`config.mk`:
```
export PLATFORM = sky130hd
export DESIGN_NAME = spine_switch_flat
export DESIGN_NICKNAME = d
export VERILOG_FILES = /design/src/rtl/spine_switch_if.sv /design/src/rtl/spine_switch.sv /design/src/flat_wrapper.sv
export SDC_FILE = /design/constraint.sdc
export NUM_CORES = 1
export LEC_CHECK = 0
export ABC_AREA = 0
export CAP_MARGIN = 10
export CORE_ASPECT_RATIO = 0.6
export CORE_UTILIZATION = 45
export DETAILED_ROUTE_END_ITERATION = 6
export PLACE_DENSITY = 0.82
export SYNTH_ARGS = -nofsm -noshare
export SYNTH_HDL_FRONTEND = slang
export SYNTH_SLANG_ARGS = --single-unit
```
`constraint.sdc`:
```
create_clock -name clk -period 3.95 [get_ports clk]
set_input_delay 0.5925 -clock clk [delete_from_list [all_inputs] [get_ports clk]]
set_output_delay 0.5925 -clock clk [all_outputs]
set_load 0.02 [all_outputs]
```
`src/rtl/spine_switch_if.sv`:
```
// Spine-side bundle: per-port source flits/valids, destination backpressure,
// delivered flits/strobes and status. The switch uses the slave modport.
interface spine_switch_if #(
  parameter int NPORTS = 4,
  parameter int DWIDTH = 8
);
  logic [NPORTS*DWIDTH-1:0] src_data;
  logic [NPORTS-1:0]        src_valid;
  logic [NPORTS-1:0]        dst_full;
  logic [NPORTS*DWIDTH-1:0] dst_data;
  logic [NPORTS-1:0]        dst_valid;
  logic [NPORTS-1:0]        overflow;
  logic                     busy;

  modport master (
    output src_data, src_valid, dst_full,
    input  dst_data, dst_valid, overflow, busy
  );

  modport slave (
    input  src_data, src_valid, dst_full,
    output dst_data, dst_valid, overflow, busy
  );
endinterface

```
`src/rtl/spine_switch.sv`:
```
// Spine crossbar: per-source holding queues, round-robin single grant per cycle,
// registered one-hot delivery. Define SPINE_STATS_EN to add the delivered_cnt output.
module spine_switch #(
  parameter int NPORTS     = 4,
  parameter int DWIDTH     = 8,
  parameter int HOLD_DEPTH = 2
) (
  input  logic         clk,
  input  logic         rstn,
  spine_switch_if.slave bus
`ifdef SPINE_STATS_EN
  ,
  output logic [15:0]  delivered_cnt
`endif
);
  localparam int PW = (NPORTS > 1) ? $clog2(NPORTS) : 1;
  localparam int AW = (HOLD_DEPTH > 1) ? $clog2(HOLD_DEPTH) : 1;
  localparam int CW = AW + 1;

  logic [DWIDTH-1:0]        mem_q [NPORTS][HOLD_DEPTH];
  logic [DWIDTH-1:0]        mem_d [NPORTS][HOLD_DEPTH];
  logic [AW-1:0]            wr_ptr_q [NPORTS];
  logic [AW-1:0]            wr_ptr_d [NPORTS];
  logic [AW-1:0]            rd_ptr_q [NPORTS];
  logic [AW-1:0]            rd_ptr_d [NPORTS];
  logic [CW-1:0]            cnt_q [NPORTS];
  logic [CW-1:0]            cnt_d [NPORTS];
  logic [NPORTS-1:0]        ovf_q, ovf_d;
  logic [PW-1:0]            last_grant_q, last_grant_d;
  logic [NPORTS-1:0]        dvld_q, dvld_d;
  logic [NPORTS*DWIDTH-1:0] ddata_q, ddata_d;

  logic [DWIDTH-1:0]        head_data [NPORTS];
  logic [PW-1:0]            head_dest [NPORTS];
  logic [NPORTS-1:0]        eligible;
  logic                     gnt_vld;
  logic [PW-1:0]            gnt_idx;
  logic [PW-1:0]            idx;
  logic                     pop, acc;
  logic                     any_queued;

  // Head-of-queue view and round-robin arbitration
  always_comb begin
    eligible = '0;
    for (int p = 0; p < NPORTS; p++) begin
      head_data[p] = mem_q[p][rd_ptr_q[p]];
      head_dest[p] = head_data[p][DWIDTH-1 -: PW];
      eligible[p]  = (cnt_q[p] != '0) && !bus.dst_full[head_dest[p]];
    end
    gnt_vld = 1'b0;
    gnt_idx = '0;
    idx     = '0;
    for (int i = 1; i <= NPORTS; i++) begin
      idx = last_grant_q + PW'(i);
      if (!gnt_vld && eligible[idx]) begin
        gnt_vld = 1'b1;
        gnt_idx = idx;
      end
    end
  end

  // Queue updates; a full queue still accepts a push when its head pops this cycle
  always_comb begin
    mem_d      = mem_q;
    wr_ptr_d   = wr_ptr_q;
    rd_ptr_d   = rd_ptr_q;
    cnt_d      = cnt_q;
    ovf_d      = ovf_q;
    pop        = 1'b0;
    acc        = 1'b0;
    any_queued = 1'b0;
    for (int p = 0; p < NPORTS; p++) begin
      pop = gnt_vld && (gnt_idx == PW'(p));
      acc = bus.src_valid[p] && ((cnt_q[p] != CW'(HOLD_DEPTH)) || pop);
      if (acc) begin
        mem_d[p][wr_ptr_q[p]] = bus.src_data[p*DWIDTH +: DWIDTH];
        wr_ptr_d[p]           = wr_ptr_q[p] + AW'(1);
      end else if (bus.src_valid[p]) begin
        ovf_d[p] = 1'b1;
      end
      if (pop) rd_ptr_d[p] = rd_ptr_q[p] + AW'(1);
      if (acc && !pop)      cnt_d[p] = cnt_q[p] + CW'(1);
      else if (!acc && pop) cnt_d[p] = cnt_q[p] - CW'(1);
      if (cnt_q[p] != '0) any_queued = 1'b1;
    end
  end

  // Delivery register: only the granted destination's lane changes
  always_comb begin
    dvld_d       = '0;
    ddata_d      = ddata_q;
    last_grant_d = last_grant_q;
    if (gnt_vld) begin
      dvld_d[head_dest[gnt_idx]]                         = 1'b1;
      ddata_d[int'(head_dest[gnt_idx])*DWIDTH +: DWIDTH] = head_data[gnt_idx];
      last_grant_d                                       = gnt_idx;
    end
  end

  always_ff @(posedge clk) begin
    mem_q <= mem_d;
  end

  always_ff @(posedge clk or negedge rstn) begin
    if (!rstn) begin
      for (int p = 0; p < NPORTS; p++) begin
        wr_ptr_q[p] <= '0;
        rd_ptr_q[p] <= '0;
        cnt_q[p]    <= '0;
      end
      ovf_q        <= '0;
      last_grant_q <= PW'(NPORTS - 1);
      dvld_q       <= '0;
      ddata_q      <= '0;
    end else begin
      wr_ptr_q     <= wr_ptr_d;
      rd_ptr_q     <= rd_ptr_d;
      cnt_q        <= cnt_d;
      ovf_q        <= ovf_d;
      last_grant_q <= last_grant_d;
      dvld_q       <= dvld_d;
      ddata_q      <= ddata_d;
    end
  end

`ifdef SPINE_STATS_EN
  logic [15:0] stat_q, stat_d;

  always_comb begin
    stat_d = stat_q + {15'd0, |dvld_d};
  end

  always_ff @(posedge clk or negedge rstn) begin
    if (!rstn) stat_q <= '0;
    else       stat_q <= stat_d;
  end

  assign delivered_cnt = stat_q;
`endif

  assign bus.dst_valid = dvld_q;
  assign bus.dst_data  = ddata_q;
  assign bus.overflow  = ovf_q;
  assign bus.busy      = any_queued || (|dvld_q);
endmodule

```
`src/flat_wrapper.sv`:
```
// flat-port wrapper written by rule: the top's interface ports become plain ports
module spine_switch_flat 
#(
  parameter int NPORTS     = 4,
  parameter int DWIDTH     = 8,
  parameter int HOLD_DEPTH = 2
)
  (clk, rstn, bus_src_data, bus_src_valid, bus_dst_full, bus_dst_data, bus_dst_valid, bus_overflow, bus_busy);
  spine_switch_if #(.NPORTS(NPORTS), .DWIDTH(DWIDTH)) bus_i ();
  input  logic clk;
  input  logic rstn;
  input wire logic [$bits(bus_i.src_data)-1:0] bus_src_data;
  input wire logic [$bits(bus_i.src_valid)-1:0] bus_src_valid;
  input wire logic [$bits(bus_i.dst_full)-1:0] bus_dst_full;
  output wire logic [$bits(bus_i.dst_data)-1:0] bus_dst_data;
  output wire logic [$bits(bus_i.dst_valid)-1:0] bus_dst_valid;
  output wire logic [$bits(bus_i.overflow)-1:0] bus_overflow;
  output wire logic [$bits(bus_i.busy)-1:0] bus_busy;
  assign bus_i.src_data = bus_src_data;
  assign bus_i.src_valid = bus_src_valid;
  assign bus_i.dst_full = bus_dst_full;
  assign bus_dst_data = bus_i.dst_data;
  assign bus_dst_valid = bus_i.dst_valid;
  assign bus_overflow = bus_i.overflow;
  assign bus_busy = bus_i.busy;
  spine_switch #(.NPORTS(NPORTS), .DWIDTH(DWIDTH), .HOLD_DEPTH(HOLD_DEPTH)) u_core (.clk(clk), .rstn(rstn), .bus(bus_i));
endmodule
```
Yosys cells after proc, flatten, opt, wreduce, memory -nomap -nowiden
Cells that the tools add are included.
Storage, ports and cells
  bits in registers: 122
  bits in latches: 0
  bits in writable memories: 0
  memory bits (read-only): 0
  input port bits: 42
  output and inout port bits: 41
  logic and storage cells: 224
  memories kept: 0
Cells by class
  add/subtract/negate cells: 20
  multipliers: 0
  divide/modulo/power cells: 0
  $lt $le $gt $ge: 23
  eq/ne operators: 7
  shift-type cells: 2
  muxes and demuxes: 70
  bitwise gates (word level): 13
  reductions and logical operators: 62
Operators by type and width (count)
  $mux 8: 18
  $bwmux 16: 4
  $neg 5->33: 1
  $shift 8x33->32 const A: 1
  $shiftx 8x33->32: 1
  $bwmux 32: 1
  $demux 8 s1: 4
  $logic_and 1x1->1: 28
  $mux 2: 14
  $lt 2x3->1 const B: 9
  $mux 1: 17
  $bmux 1 s2: 8
  $bmux 8 s2: 1
  $ge 2x2->1 const B: 8
  $not 1->2: 8
  $reduce_bool 2->1: 8
  $logic_not 1->1: 15
  $add 2x1->2 const B: 5
  $add 1x1->1 const B: 8
  $lt 2x1->1 const B: 4
  $ne 2x2->1 const B: 4
  $reduce_and 2->1: 4
  $sub 2x1->2 const B: 4
  $logic_or 1x1->1: 5
  other kinds (12): 17

Longest topological paths before layout
  depth after elaboration: 29
  mapped depth: 17
  depth with buffers taken out: 15

Worst setup path before layout
OpenSTA, ideal clock, no wires.
  kind: input port to flip-flop
  from: input bus_dst_full[1]
  to: register u_core.ddata_q[24] (netlist: u_core.bus.dst_data[24])
  library setup time: 153 ps
  data arrival time: 4133 ps
  required time: 3797 ps
  setup slack: -336 ps
  cell stages on the path: 16
  path buffers: 2
  cells stage by stage: a211oi_1 a21oi_1 o32ai_1 nor3_1 a2111oi_1 nor2_1 mux2i_1 mux2_4 buf_6 ha_1 clkbuf_1 nor2_1 nand2_1 nor3_1 a211oi_1 a211oi_1
Between the ends
  longest elaborated chain between the ends: 23
  elaborated cells between the ends (all ways): 49
Ends and longest elaborated chain
  start: declaration: RTL line flat_wrapper.sv:14  | input wire logic [$bits(bus_i.dst_full)-1:0] bus_dst_full;
  $bmux 1 s2: RTL line spine_switch.sv:48  | eligible[p] = (cnt_q[p] != '0) && !bus.dst_full[head_dest[p]];
  $mux 1 (not written as such): RTL line spine_switch.sv:48
  $logic_not 1->1: RTL line spine_switch.sv:48
  $logic_and 1x1->1: RTL line spine_switch.sv:48
  $bmux 1 s2: RTL line spine_switch.sv:55  | if (!gnt_vld && eligible[idx]) begin
  $mux 1 (not written as such): RTL line spine_switch.sv:55
  $mux 1: RTL line spine_switch.sv:55
  $logic_not 1->1: RTL line spine_switch.sv:55
  [6 not listed]
  $logic_and 1x1->1: RTL line spine_switch.sv:55
  $mux 2: RTL line spine_switch.sv:55
  $not 2->3 (not written as such): RTL line spine_switch.sv:95  | ddata_d[int'(head_dest[gnt_idx])*DWIDTH +: DWIDTH] = head_data[gnt_idx];
  $bmux 2 s2: RTL line spine_switch.sv:95
  $mux 2 (not written as such) (2 in series): RTL line spine_switch.sv:95
  $neg 5->33: RTL line spine_switch.sv:95
  $shiftx 8x33->32 / $shift 8x33->32 (equally long branches): RTL line spine_switch.sv:95
  $bwmux 32: RTL line spine_switch.sv:95
  end signal: assignment: RTL line spine_switch.sv:122  | ddata_q <= ddata_d;
  end: declaration: RTL line spine_switch.sv:31  | logic [NPORTS*DWIDTH-1:0] ddata_q, ddata_d;
Several ways; a longest one is shown, not always the timed one. The select of a mux whose other input is x is not followed.
A chain may end at the register's enable or synchronous reset.

Worst setup path in the final report
  from: register u_core.rd_ptr_q[1] (netlist name)
  to: register u_core.ddata_q[8] (netlist: u_core.bus.dst_data[8])
Between the ends
  longest elaborated chain between the ends: 27
  elaborated cells between the ends (all ways): 41
Ends and longest elaborated chain
  start: declaration: RTL line spine_switch.sv:24  | logic [AW-1:0] rd_ptr_q [NPORTS];
  start signal: assignment: RTL line spine_switch.sv:117  | rd_ptr_q <= rd_ptr_d;
  $not 1->2 (not written as such) (*): RTL line spine_switch.sv:46  | head_data[p] = mem_q[p][rd_ptr_q[p]];
  $mux 8 (not written as such) (*) (3 in series): RTL line spine_switch.sv:46
  $bmux 1 s2: RTL line spine_switch.sv:48
  $mux 1 (not written as such): RTL line spine_switch.sv:48
  $logic_not 1->1: RTL line spine_switch.sv:48
  $logic_and 1x1->1: RTL line spine_switch.sv:48
  $bmux 1 s2: RTL line spine_switch.sv:55
  $mux 1 (not written as such): RTL line spine_switch.sv:55
  [8 not listed]
  $logic_and 1x1->1: RTL line spine_switch.sv:55
  $mux 2: RTL line spine_switch.sv:55
  $not 2->3 (not written as such): RTL line spine_switch.sv:95
  $bmux 2 s2: RTL line spine_switch.sv:95
  $mux 2 (not written as such) (2 in series): RTL line spine_switch.sv:95
  $neg 5->33: RTL line spine_switch.sv:95
  $shiftx 8x33->32 / $shift 8x33->32 (equally long branches): RTL line spine_switch.sv:95
  $bwmux 32: RTL line spine_switch.sv:95
Every way passes the cells marked *; elsewhere a longest branch is shown, timed or not. The select of a mux whose other input is x is not followed.

==> out/results.tsv <==
metric	value	unit
status	complete, no violations	
final hold slack	0.328	ns
initial antenna violation count	0	
Avg Inst Size Synth	13.7	sq um
initial drt markers	316	
met3 wire length	878	um
CTS max path bufs	2	
end of the worst register-to-register path	u_core.bus.dst_data[8]	
CORE AREA	0.0115	sq mm
Die X	144	um
fmax	253	MHz
Max Cap Viol	0	
Total GRT Usage	23.2	%
CTS tree	built	
final antenna diode count	0	
most frequent cells in the layout	clkdlybuf4s50_1 (80), edfxtp_1 (64), dfrtp_1 (55)	
highest metal used	met4	
Ports	83	
worst skew pair latency	0.41	ns
Post-Syn Nets	449	
fin crit share	99.9	%
clock-pin slew on the worst setup and hold paths	0.06	ns
Register-to-Register Path Depth	15	
DR WL met2	6330	um
NumNets Final	573	
share of the yosys chip area belonging to registers	61.8	%
post-DP HPWL	9260	um
vias per std cell	5.42	
wire length per cell	19.4	um
number of global-route vias before repair	3862	
wirelength, routed	13500	um
Netlist cell types	51	
layout cells sized above 1	20.6	%
drt drc	0	
first-pass GRT wire length	20900	um
endpoints failing setup	0	
Worst Setup End Kind	register	
Syn-to-layout area delta	35.4	%
Worst Path Max Fanout	6	
fillers	863	
I/O Buffers	82	
total gr overflow	0	
Slew headroom	46.6	%
critical path arrival	4.26	ns
routed vias	3757	
Max Slew Vio Count	0	
Cell Rows	30	
Post-synth EDFFs	64	
Synthesis Warnings	0	
Mapped Cells	396	
Hold Vio Cnt, Final	0	
Synth Flop Type	edfxtp_1	
total die area	0.0125	sq mm
area occupied by multi-input gates	0.00204	sq mm
clk root buf	clkbuf_16	
largest net degree at the start of global routing	58	
CTS H-Tree Depth	4	
most common cell after layout, fill and taps aside	clkdlybuf4s50_1	
Final ANT Viol Nets	0	
CTS sink count	121	
Setup crit start kind	register	
reg2reg setup slack	0.005	ns
clk_skew	0.00599	ns
Initial Util	47.0	%
post-synthesis register bit count	121	
CP required	4.27	ns
drt first pass iters	5	
r2r startpoint	u_core.rd_ptr_q[1]	
Period minus WS final	3.95	ns
WL met1	5980	um
Die Height	87.0	um
HP Class	in2async	
fraction of registers with async set/reset	47.1	%
Post-Synthesis Cell Area	0.00542	sq mm
TritonCTS Buffers	17	
Setup CP Type	reg2reg	
RD Place Congestion	0.874	
worst-margin pin slew	0.779	ns
register area	0.00335	sq mm
-- state kept, by name, summed over array words and instances, names as in the netlist --
signal                cells
u_core.cnt_q              8
u_core.wr_ptr_q           4
u_core.bus.overflow       4
u_core.bus.dst_data      31
u_core.last_grant_q       2
u_core.rd_ptr_q           4
u_core.bus.dst_valid      4
u_core.mem_q             64
-- Yosys cell counts, types with 5 or more instances --
cell,number,area share (%)
a211oi_1,15,2.1
and2_1,7,0.81
clkbuf_1,7,0.48
dfrtp_1,55,25
edfxtp_1,64,35
ha_1,11,2.5
inv_1,19,1.3
mux2i_1,54,10
nand2_1,25,1.7
nor2_1,32,2.2
nor2b_1,9,1.0
nor3_1,6,0.55
o41ai_1,5,0.81
o41ai_2,8,2.4
xnor2_1,8,1.3
xor2_1,12,1.9
-- worst max-delay path, stage by stage, from the launching register on --
cell and delay [ns]:
dfrtp_1 0.48, mux2i_2 0.46, mux2i_1 0.17, mux2i_1 0.28, nor2_1 0.17, a2111oi_4 0.49
nor2_4 0.13, mux2i_2 0.19, mux2_4 0.31, ha_1 0.29, nor2b_1 0.17, nand2_1 0.08
nor3_1 0.18, a211oi_2 0.06, buf_4 0.16, a211oi_1 0.22
-- cell type report --
cell class	count	area share (%)
tap	160	2.73
clock inverter	15	1.72
sequential	121	45.6
timing repair buffer	120	15.4
clock buffer	17	5.79
multi-input combinational	241	27.8
inverter	19	0.971
-- what timing repair did --
item / CTS / global route
hold buffers: 0 / 0
resized for setup: 6 / 16
setup buffers: 0 / 1
pin swaps: 0 / 4
endpoints found under the setup margin: 12 / 14
-- per-layer routing --
| layer | vias to the layer above | GRT usage (%) |
|---|---|---|
| li1 | 1699 | - |
| met2 | 160 | 36.4 |
| met4 | 0 | 8.41 |
| met5 | - | 0 |
| met1 | 1870 | 31.3 |
| met3 | 28 | 6.32 |
-- logic make-up after synthesis --
group / count (synthesis) / share of synthesized area [%]
DFF: 121 / 61.8
xor gates and xnor gates: 20 / 3.23
AOI/OAI and AO/OA: 56 / 9.58
adders and majority gates: 11 / 2.54
and+or+nand+nor: 93 / 8.05
muxes: 61 / 11.8
buffers and inverters: 34 / 3.02
-- stage by stage --
stage / setup TNS, ns / utilization, % / instances / worst slack [ns] / instance area [sq um]
6_report: 0 / 63.7 / 693 / 0.00459 / 7340
5_1_grt: -1.80 / 63.7 / 693 / -0.163 / 7340
4_1_cts: 0 / 62.9 / 692 / 0.00819 / 7250
3_5_place_dp: -5.69 / 57.9 / 660 / -0.347 / 6670
3_3_place_gp: -1.24 / 57.9 / 660 / -0.118 / 6670
2_1_floorplan: 0 / - / 396 / 0.0317 / 5450
-- worst max-delay path by stage --
stage | startpoint | to | slack, ns | cells after the start
finish | u_core.rd_ptr_q[1] | u_core.bus.dst_data[8] | 0.005 | 15
global route | u_core.rd_ptr_q[1] | u_core.bus.dst_data[12] | -0.16 | 15
CTS | bus_dst_full[1] | u_core.bus.dst_data[24] | 0.008 | 15
detailed placement | bus_dst_full[1] | u_core.bus.dst_data[24] | -0.35 | 15
global placement | bus_dst_full[1] | u_core.bus.dst_data[10] | -0.12 | 15
floorplan | u_core.rd_ptr_q[2] | u_core.bus.dst_data[13] | 0.03 | 16
Power is not shown: default switching activity piles up to over one toggle a cycle in this logic, so the estimate is an artifact.
